File: config.mk
export PLATFORM = sky130hd
export DESIGN_NAME = key_sched_ctrl_dec_flat
export DESIGN_NICKNAME = d
export VERILOG_FILES = /design/src/rtl/key_sched_ctrl_dec_pkg.sv /design/src/rtl/key_sched_ctrl_dec_if.sv /design/src/rtl/key_sched_ctrl_dec.sv /design/src/flat_wrapper.sv
export SDC_FILE = /design/constraint.sdc
export NUM_CORES = 1
export LEC_CHECK = 0
export CORE_UTILIZATION = 35
export CTS_CLUSTER_SIZE = 28
export DETAILED_ROUTE_END_ITERATION = 8
export PLACE_DENSITY = 0.84
export SYNTH_ARGS = -nofsm -noshare
export SYNTH_HDL_FRONTEND = slang
export SYNTH_SLANG_ARGS = --single-unit
export TNS_END_PERCENT = 20
File: constraint.sdc
create_clock -name clk -period 1.9 [get_ports clk]
set_clock_uncertainty 0.05 [all_clocks]
set_input_delay 0.475 -clock clk [delete_from_list [all_inputs] [get_ports clk]]
set_output_delay 0.475 -clock clk [all_outputs]
set_load 0.01 [all_outputs]
File: src/rtl/key_sched_ctrl_dec_pkg.sv
// Shared types and constants for the decryption key-schedule controller.
// State encoding and AES-128 sizing are fixed here so the bench and RTL agree.
package key_sched_ctrl_dec_pkg;

    typedef enum logic [1:0] {
        IDLE   = 2'd0,
        LOAD   = 2'd1,
        EXPAND = 2'd2,
        READY  = 2'd3
    } state_t;

    localparam logic [3:0] AES_NR    = 4'd10;
    localparam int         AES_KEY_W = 128;

endpackage

File: src/rtl/key_sched_ctrl_dec_if.sv
// Host key handshake plus the drive lines toward key_generator_dec.
// The master side is the host and the generator; the slave side is the controller.
interface key_sched_ctrl_dec_if;
    import key_sched_ctrl_dec_pkg::*;

    logic [AES_KEY_W-1:0] key_in;
    logic                 key_valid;
    logic                 key_ready;
    logic                 pipe_empty;
    logic [AES_KEY_W-1:0] kg_key;
    logic                 kg_en;
    logic [3:0]           kg_round_cnt;
    logic                 keys_ready;
    logic                 busy;

    modport master (
        output key_in, key_valid, pipe_empty,
        input  key_ready, kg_key, kg_en, kg_round_cnt, keys_ready, busy
    );

    modport slave (
        input  key_in, key_valid, pipe_empty,
        output key_ready, kg_key, kg_en, kg_round_cnt, keys_ready, busy
    );

endinterface

File: src/rtl/key_sched_ctrl_dec.sv
// Sequences key_generator_dec through k0 load and rounds 1..NUM_ROUNDS.
// Re-keying is only allowed from IDLE, or from READY once the pipeline has drained.
//
// state  | meaning
// IDLE   | no valid keys; waiting for the first key
// LOAD   | generator writes k0 from the held key
// EXPAND | generator computes round key k[round_cnt]
// READY  | k0..k10 valid and stable; re-key when pipe_empty
module key_sched_ctrl_dec
    import key_sched_ctrl_dec_pkg::*;
#(
    parameter logic [3:0] NUM_ROUNDS = AES_NR
) (
    input logic                 clk,
    input logic                 rst,
    key_sched_ctrl_dec_if.slave bus
);

    state_t               state;
    logic [3:0]           round_cnt;
    logic [AES_KEY_W-1:0] key_q;
    logic                 accept;

    assign bus.key_ready = (state == IDLE) | ((state == READY) & bus.pipe_empty);
    assign accept        = bus.key_valid & bus.key_ready;

    always_ff @(posedge clk or negedge rst) begin
        if (!rst) begin
            state     <= IDLE;
            round_cnt <= 4'd0;
            key_q     <= '0;
        end else if (round_cnt > NUM_ROUNDS) begin
            state     <= IDLE;
            round_cnt <= 4'd0;
        end else begin
            case (state)
                IDLE, READY: begin
                    if (accept) begin
                        key_q     <= bus.key_in;
                        state     <= LOAD;
                        round_cnt <= 4'd0;
                    end
                end
                LOAD: begin
                    state     <= EXPAND;
                    round_cnt <= 4'd1;
                end
                EXPAND: begin
                    // Counter parks at NUM_ROUNDS in READY; it is only reused after the next accept.
                    if (round_cnt == 4'd0) begin
                        state     <= IDLE;
                        round_cnt <= 4'd0;
                    end else if (round_cnt == NUM_ROUNDS) begin
                        state <= READY;
                    end else begin
                        round_cnt <= round_cnt + 4'd1;
                    end
                end
                default: begin
                    state     <= IDLE;
                    round_cnt <= 4'd0;
                end
            endcase
        end
    end

    assign bus.kg_key       = key_q;
    assign bus.kg_en        = (state == LOAD) | (state == EXPAND);
    assign bus.kg_round_cnt = (state == EXPAND) ? round_cnt : 4'd0;
    assign bus.keys_ready   = (state == READY);
    assign bus.busy         = (state == LOAD) | (state == EXPAND);

endmodule

File: src/flat_wrapper.sv
// flat-port wrapper written by rule: the top's interface ports become plain ports
module key_sched_ctrl_dec_flat import key_sched_ctrl_dec_pkg::*;
#(
    parameter logic [3:0] NUM_ROUNDS = AES_NR
)
  (clk, rst, bus_key_in, bus_key_valid, bus_pipe_empty, bus_key_ready, bus_kg_key, bus_kg_en, bus_kg_round_cnt, bus_keys_ready, bus_busy);
  key_sched_ctrl_dec_if bus_i ();
  input logic clk;
  input logic rst;
  input wire logic [$bits(bus_i.key_in)-1:0] bus_key_in;
  input wire logic [$bits(bus_i.key_valid)-1:0] bus_key_valid;
  input wire logic [$bits(bus_i.pipe_empty)-1:0] bus_pipe_empty;
  output wire logic [$bits(bus_i.key_ready)-1:0] bus_key_ready;
  output wire logic [$bits(bus_i.kg_key)-1:0] bus_kg_key;
  output wire logic [$bits(bus_i.kg_en)-1:0] bus_kg_en;
  output wire logic [$bits(bus_i.kg_round_cnt)-1:0] bus_kg_round_cnt;
  output wire logic [$bits(bus_i.keys_ready)-1:0] bus_keys_ready;
  output wire logic [$bits(bus_i.busy)-1:0] bus_busy;
  assign bus_i.key_in = bus_key_in;
  assign bus_i.key_valid = bus_key_valid;
  assign bus_i.pipe_empty = bus_pipe_empty;
  assign bus_key_ready = bus_i.key_ready;
  assign bus_kg_key = bus_i.kg_key;
  assign bus_kg_en = bus_i.kg_en;
  assign bus_kg_round_cnt = bus_i.kg_round_cnt;
  assign bus_keys_ready = bus_i.keys_ready;
  assign bus_busy = bus_i.busy;
  key_sched_ctrl_dec #(.NUM_ROUNDS(NUM_ROUNDS)) u_core (.clk(clk), .rst(rst), .bus(bus_i));
endmodule
* Yosys cells after proc, flatten, opt, wreduce, memory -nomap -nowiden
Index checks and enable logic that the tools add are counted.
** Word-level totals
- Logic and storage cells :: 34
- Register bits after elaboration :: 134
- Input port bits :: 132
- Output and inout port bits :: 136
** Cells by class
- Magnitude comparators :: 1
- Equal/unequal tests :: 7
- Reductions and logical operators :: 6
- Bitwise logic cells :: 5
- $add $sub $neg :: 1
- Mux-type cells :: 11
** Operator list (number)
- two-way mux 4 bit :: 5
- case mux 4 bit (3 select lines) :: 1
- two-way mux 2 bit :: 4
- case mux 2 bit (3 select lines) :: 1
- adder 4 x 1 -> 4 bit (second input constant) :: 1
- == test 2 bit (second input constant) :: 2
- == test 4 bit (second input constant) :: 1
- > comparator 4 bit (second input constant) :: 1
- logical NOT 4 bit :: 1
- inequality test 4 x 1 -> 1 bit (second input constant) :: 1
- inequality test 4 x 2 -> 1 bit (second input constant) :: 1
- AND reduction 2 bit :: 2
- inequality test 3 x 1 -> 1 bit (second input constant) :: 1
- AND reduction 3 bit :: 1
- AND 1 bit :: 2
- == test 2 x 1 -> 1 bit (second input constant) :: 1
- logical NOT 2 bit :: 1
- bitwise OR 1 bit :: 2
- OR reduction 2 bit :: 1
- inverter 1 bit :: 1

* Depth between registers and ports, before layout
- Word-level depth :: 7
- Depth in mapped cells :: 8
- Gate-level depth less buffers :: 7

* Worst setup path before layout
Ideal clock, no wire load.
- Path kind :: register -> register
- Start point :: reg u_core.state[0]
- End point :: reg u_core.key_q[0] (netlist: u_core.bus.kg_key[0])
- Stages on the path, launching flop included :: 8
- Path slack :: -0.014 ns
- Arrival time :: 1.739 ns
- Path buffers :: 2
- Period minus slack after synthesis :: 1.914 ns
- Required time :: 1.725 ns
- Setup time :: 0.125 ns
- Cell sequence :: dfrtp_1 > inv_1 > ha_1 > a21oi_4 > nand4_4 > buf_12 > buf_12 > mux2_4
** On the way
- Longest elaborated chain between the ends :: 5
- Elaborated cells on any way between the ends :: 7
- Classes of those cells :: eq/ne (1); bitwise (3); reduce/logical (3)
** Ends and longest elaborated chain
- start, declared :: RTL line key_sched_ctrl_dec.sv:19 : state_t state;
- start signal, assigned :: RTL line key_sched_ctrl_dec.sv:29 : state <= IDLE;
- start signal, assigned :: RTL line key_sched_ctrl_dec.sv:33 : state <= IDLE;
- start signal, assigned :: RTL line key_sched_ctrl_dec.sv:40 : state <= LOAD;
- == test 2 bit :: RTL line key_sched_ctrl_dec.sv:24, key_sched_ctrl_dec.sv:36
- AND 1 bit :: RTL line key_sched_ctrl_dec.sv:24 : assign bus.key_ready = (state == IDLE) | ((state == READY) & bus.pipe_empty);
- bitwise OR 1 bit :: RTL line key_sched_ctrl_dec.sv:24
- AND 1 bit :: RTL line key_sched_ctrl_dec.sv:25 : assign accept = bus.key_valid & bus.key_ready;
- AND reduction 3 bit (no line) (*)
- end signal, assigned :: RTL line key_sched_ctrl_dec.sv:39 : key_q <= bus.key_in;
- end, declared :: RTL line key_sched_ctrl_dec.sv:21 : logic [AES_KEY_W-1:0] key_q;
Every way passes the cells marked *; elsewhere a longest branch is shown, timed or not.
A chain may end at the register's enable or synchronous reset.

* Worst setup path in the final report
- Start point :: reg u_core.state[1]
- End point :: reg u_core.key_q[36] (netlist: u_core.bus.kg_key[36])
The elaborated chain is that of the path after synthesis.

==> results.toml <==
[status]
status = "finished, violations left"
violations = "negative setup slack"

[die]
die-area_mm2 = 0.01740
rows = 47
die_height_um = 131.9
boundaryPins = 268
die_width_um = 131.9
core_mm2 = 0.01652
start_util = 0.3574

[yosys]
synth_ff_type = "dfrtp_1"
yosys_warnings = 0
yosys.area.top_type = "dfrtp_1"
yosys-top-cells-area = "dfrtp_1, mux2_4, buf_12"
synth_cell_types = 33
synthArstFlopShare = 1.000
ys_seq_area_frac = 0.5678
synth_top_area_share = 0.5678
synth_edf_count = 0
synth-seq-cells = 134
syn-num-nets = 469
syn_inst = 330
synth.cell_area_mm2 = 0.005906
syn_avg_cell_area_um2 = 17.90

[place]
dp_hpwl_mm = 11.16
gp_congestion = 0.8510
port_buffers = 267

[global_routing]
grtUsageTotal = 0.1777
grt_pass1_wl_mm = 23.83
met1_usage = 0.1925
grt_max_degree = 51
grt_overflow = 0
met2_usage = 0.3186
grt_pass1_vias = 4383
grt_util_met3 = 0.05113
antenna_found_initial = 0
top_usage_layer = "met2"

[sta]
slew_headroom = 0.7602
final.min_clock_period_ns = 1.932
post-route-period-util = 1.017
slew_viol_final = 0
setup_slack_ns = -0.03176
finalHoldViolCount = 0
fmax_ghz = 0.5177
worst_pin_slew_ns = 0.3565
rsz0062_at_grt = "true"
setup_violations = 79

[finish]
drive_gt1_frac = 0.3480
final_common_cell = "clkdlybuf4s50_1"
diodes = 0
final_util = 0.5935
areaGrowthSynthToFinish_pct = 66.08
nets = 788
mostFrequentLayoutCells = "clkdlybuf4s50_1, dfrtp_1, mux2_4"
regArea_mm2 = 0.003354
fillCellCount = 1287
multiInputGateArea_mm2 = 0.002327

[critical_path]
crit_required_ns = 2.14
reg2reg_from = "u_core.state[1]$_DFFE_PN0P_"
reg2reg_slack_ns = -0.03
cp-start-kind = "register"
crit_type = "reg2reg"
cp_max_fo = 13
endpoint_kind = "register"
reg2reg_depth = 8
cp_data_arrival_time_ns = 2.17
regToRegEndpoint = "u_core.bus.kg_key[36]$_DFFE_PN0P_"

[drt]
drc = 0
final_antenna_net_count = 0
num_vias = 3905
wirelength_mm = 15.20
drtIter0Drc = 126
routedWlPerCell_um = 17.25
vias_per_cell = 4.432
drtPass1Iterations = 4

[power_and_ir_drop]
p_per_area_mw_per_mm2 = 1781
ir_drop_v = 0.0007631
cellLeakagePower_nw = 4.710
total_power_mw = 17.47

[hold_path]
hold_start = "u_core.bus.kg_key[126]$_DFFE_PN0P_"
hold_class = "reg2reg"
holdPathStages = 1
hold_end = "u_core.bus.kg_key[126]$_DFFE_PN0P_"

[clock_tree]
cts-buffers-inserted = 17
clockBufferDepth = 2
numClockSinks = 134
clockRootBuffer = "clkbuf_16"
htree_levels = 4
clkLatencyLatePin_ns = 0.41
cts_tree = "done"
cts.clk_slew.worst_paths_ns = 0.06

[flow_run]
drv_cap = 0
[cell type report]
cell class                      instances  share of cell area
Sequential cell                       134              0.3420
Clock buffer                           22             0.04733
Tap cell                              220             0.02806
Timing Repair Buffer                  317              0.3298
Inverter                                7            0.002679
Clock inverter                          9             0.01288
Multi-Input combinational cell        172              0.2373
[kinds of logic after synthesis]
| kind of cell | count (synthesis) | synth area share |
|---|---|---|
| AO/OA/AOI/OAI | 14 | 0.01928 |
| multiplexers | 130 | 0.3239 |
| XOR/XNOR | 1 | 0.001483 |
| adder cells (fa/ha/maj) | 7 | 0.01483 |
| flip-flops | 134 | 0.5678 |
| AND/OR/NAND/NOR | 20 | 0.02140 |
| buffers and inverters | 24 | 0.05127 |
[worst max-delay path, stage by stage, from the launching register on]
cell and delay [ns]:
dfrtp_2 0.44, ha_2 0.21, a21oi_2 0.16, inv_2 0.06, buf_6 0.12, nand4_4 0.11
buf_12 0.18, clkbuf_16 0.18, mux2_4 0.31
[metal layers]
layer	wire length [um]	share of wire	vias up
li1	-	-	1800
met1	6006	0.40	1926
met2	7976	0.52	150
met3	762	0.050	29
met4	449	0.030	0
met5	0	0	-
[through the flow]
step | setup TNS, ns | std cells | hold slack, ns | setup WS (ns) | cell area [um^2]
finish | -1.111 | 881 | 0.4543 | -0.03176 | 9808
CTS | -4.936 | 875 | 0.4574 | -0.07577 | 9672
detailed placement | -31.31 | 838 | 0.3388 | -0.3232 | 8979
global placement | -30.92 | 838 | 0.3347 | -0.3193 | 8979
floorplan | 0 | 330 | 0.1294 | 0.03109 | 5908
global route | -11.05 | 881 | 0.4689 | -0.1140 | 9808
[how the worst max path moves through the flow]
stage | start | endpoint | slack (ns) | depth (start not counted)
final | u_core.state[1]$_DFFE_PN0P_ | u_core.bus.kg_key[36]$_DFFE_PN0P_ | -0.03 | 8
after detailed placement | bus_pipe_empty | bus_key_ready | -0.32 | 4
after global placement | bus_pipe_empty | bus_key_ready | -0.32 | 4
after CTS | u_core.state[1]$_DFFE_PN0P_ | u_core.bus.kg_key[32]$_DFFE_PN0P_ | -0.08 | 8
after global routing | u_core.state[1]$_DFFE_PN0P_ | u_core.bus.kg_key[13]$_DFFE_PN0P_ | -0.11 | 8
after floorplan | u_core.state[0]$_DFFE_PN0P_ | u_core.bus.kg_key[0]$_DFFE_PN0P_ | 0.03 | 7
[cell usage after synthesis, types with 2 or more instances]
master and number:
a21boi_0 2, a21oi_1 2, and2_1 4, buf_12 11, buf_6 4, dfrtp_1 134, ha_1 7, inv_1 7
mux2_2 9, mux2_4 120, nand2_1 6, nand3_1 3
[timing repair]
action,4_1_cts,5_1_grt
gates cloned,0,2
pin swaps,4,3
hold buffers,1,0
endpoints found under the hold margin,28,0
endpoints found under the setup margin,133,147
setup buffers,5,4
resized for setup,57,20
[registers in the layout (all words and copies together), names as in the netlist]
name and flops:
u_core.state 2, u_core.bus.kg_key 128, u_core.round_cnt 4
[where the power goes]
part	total (mW)	switching, mW	internal (mW)
Sequential	5.18	0.861	4.32
Combinational	8.99	2.99	6.00
Clock	3.30	1.18	2.12
Power figures use the tool's default switching activity.
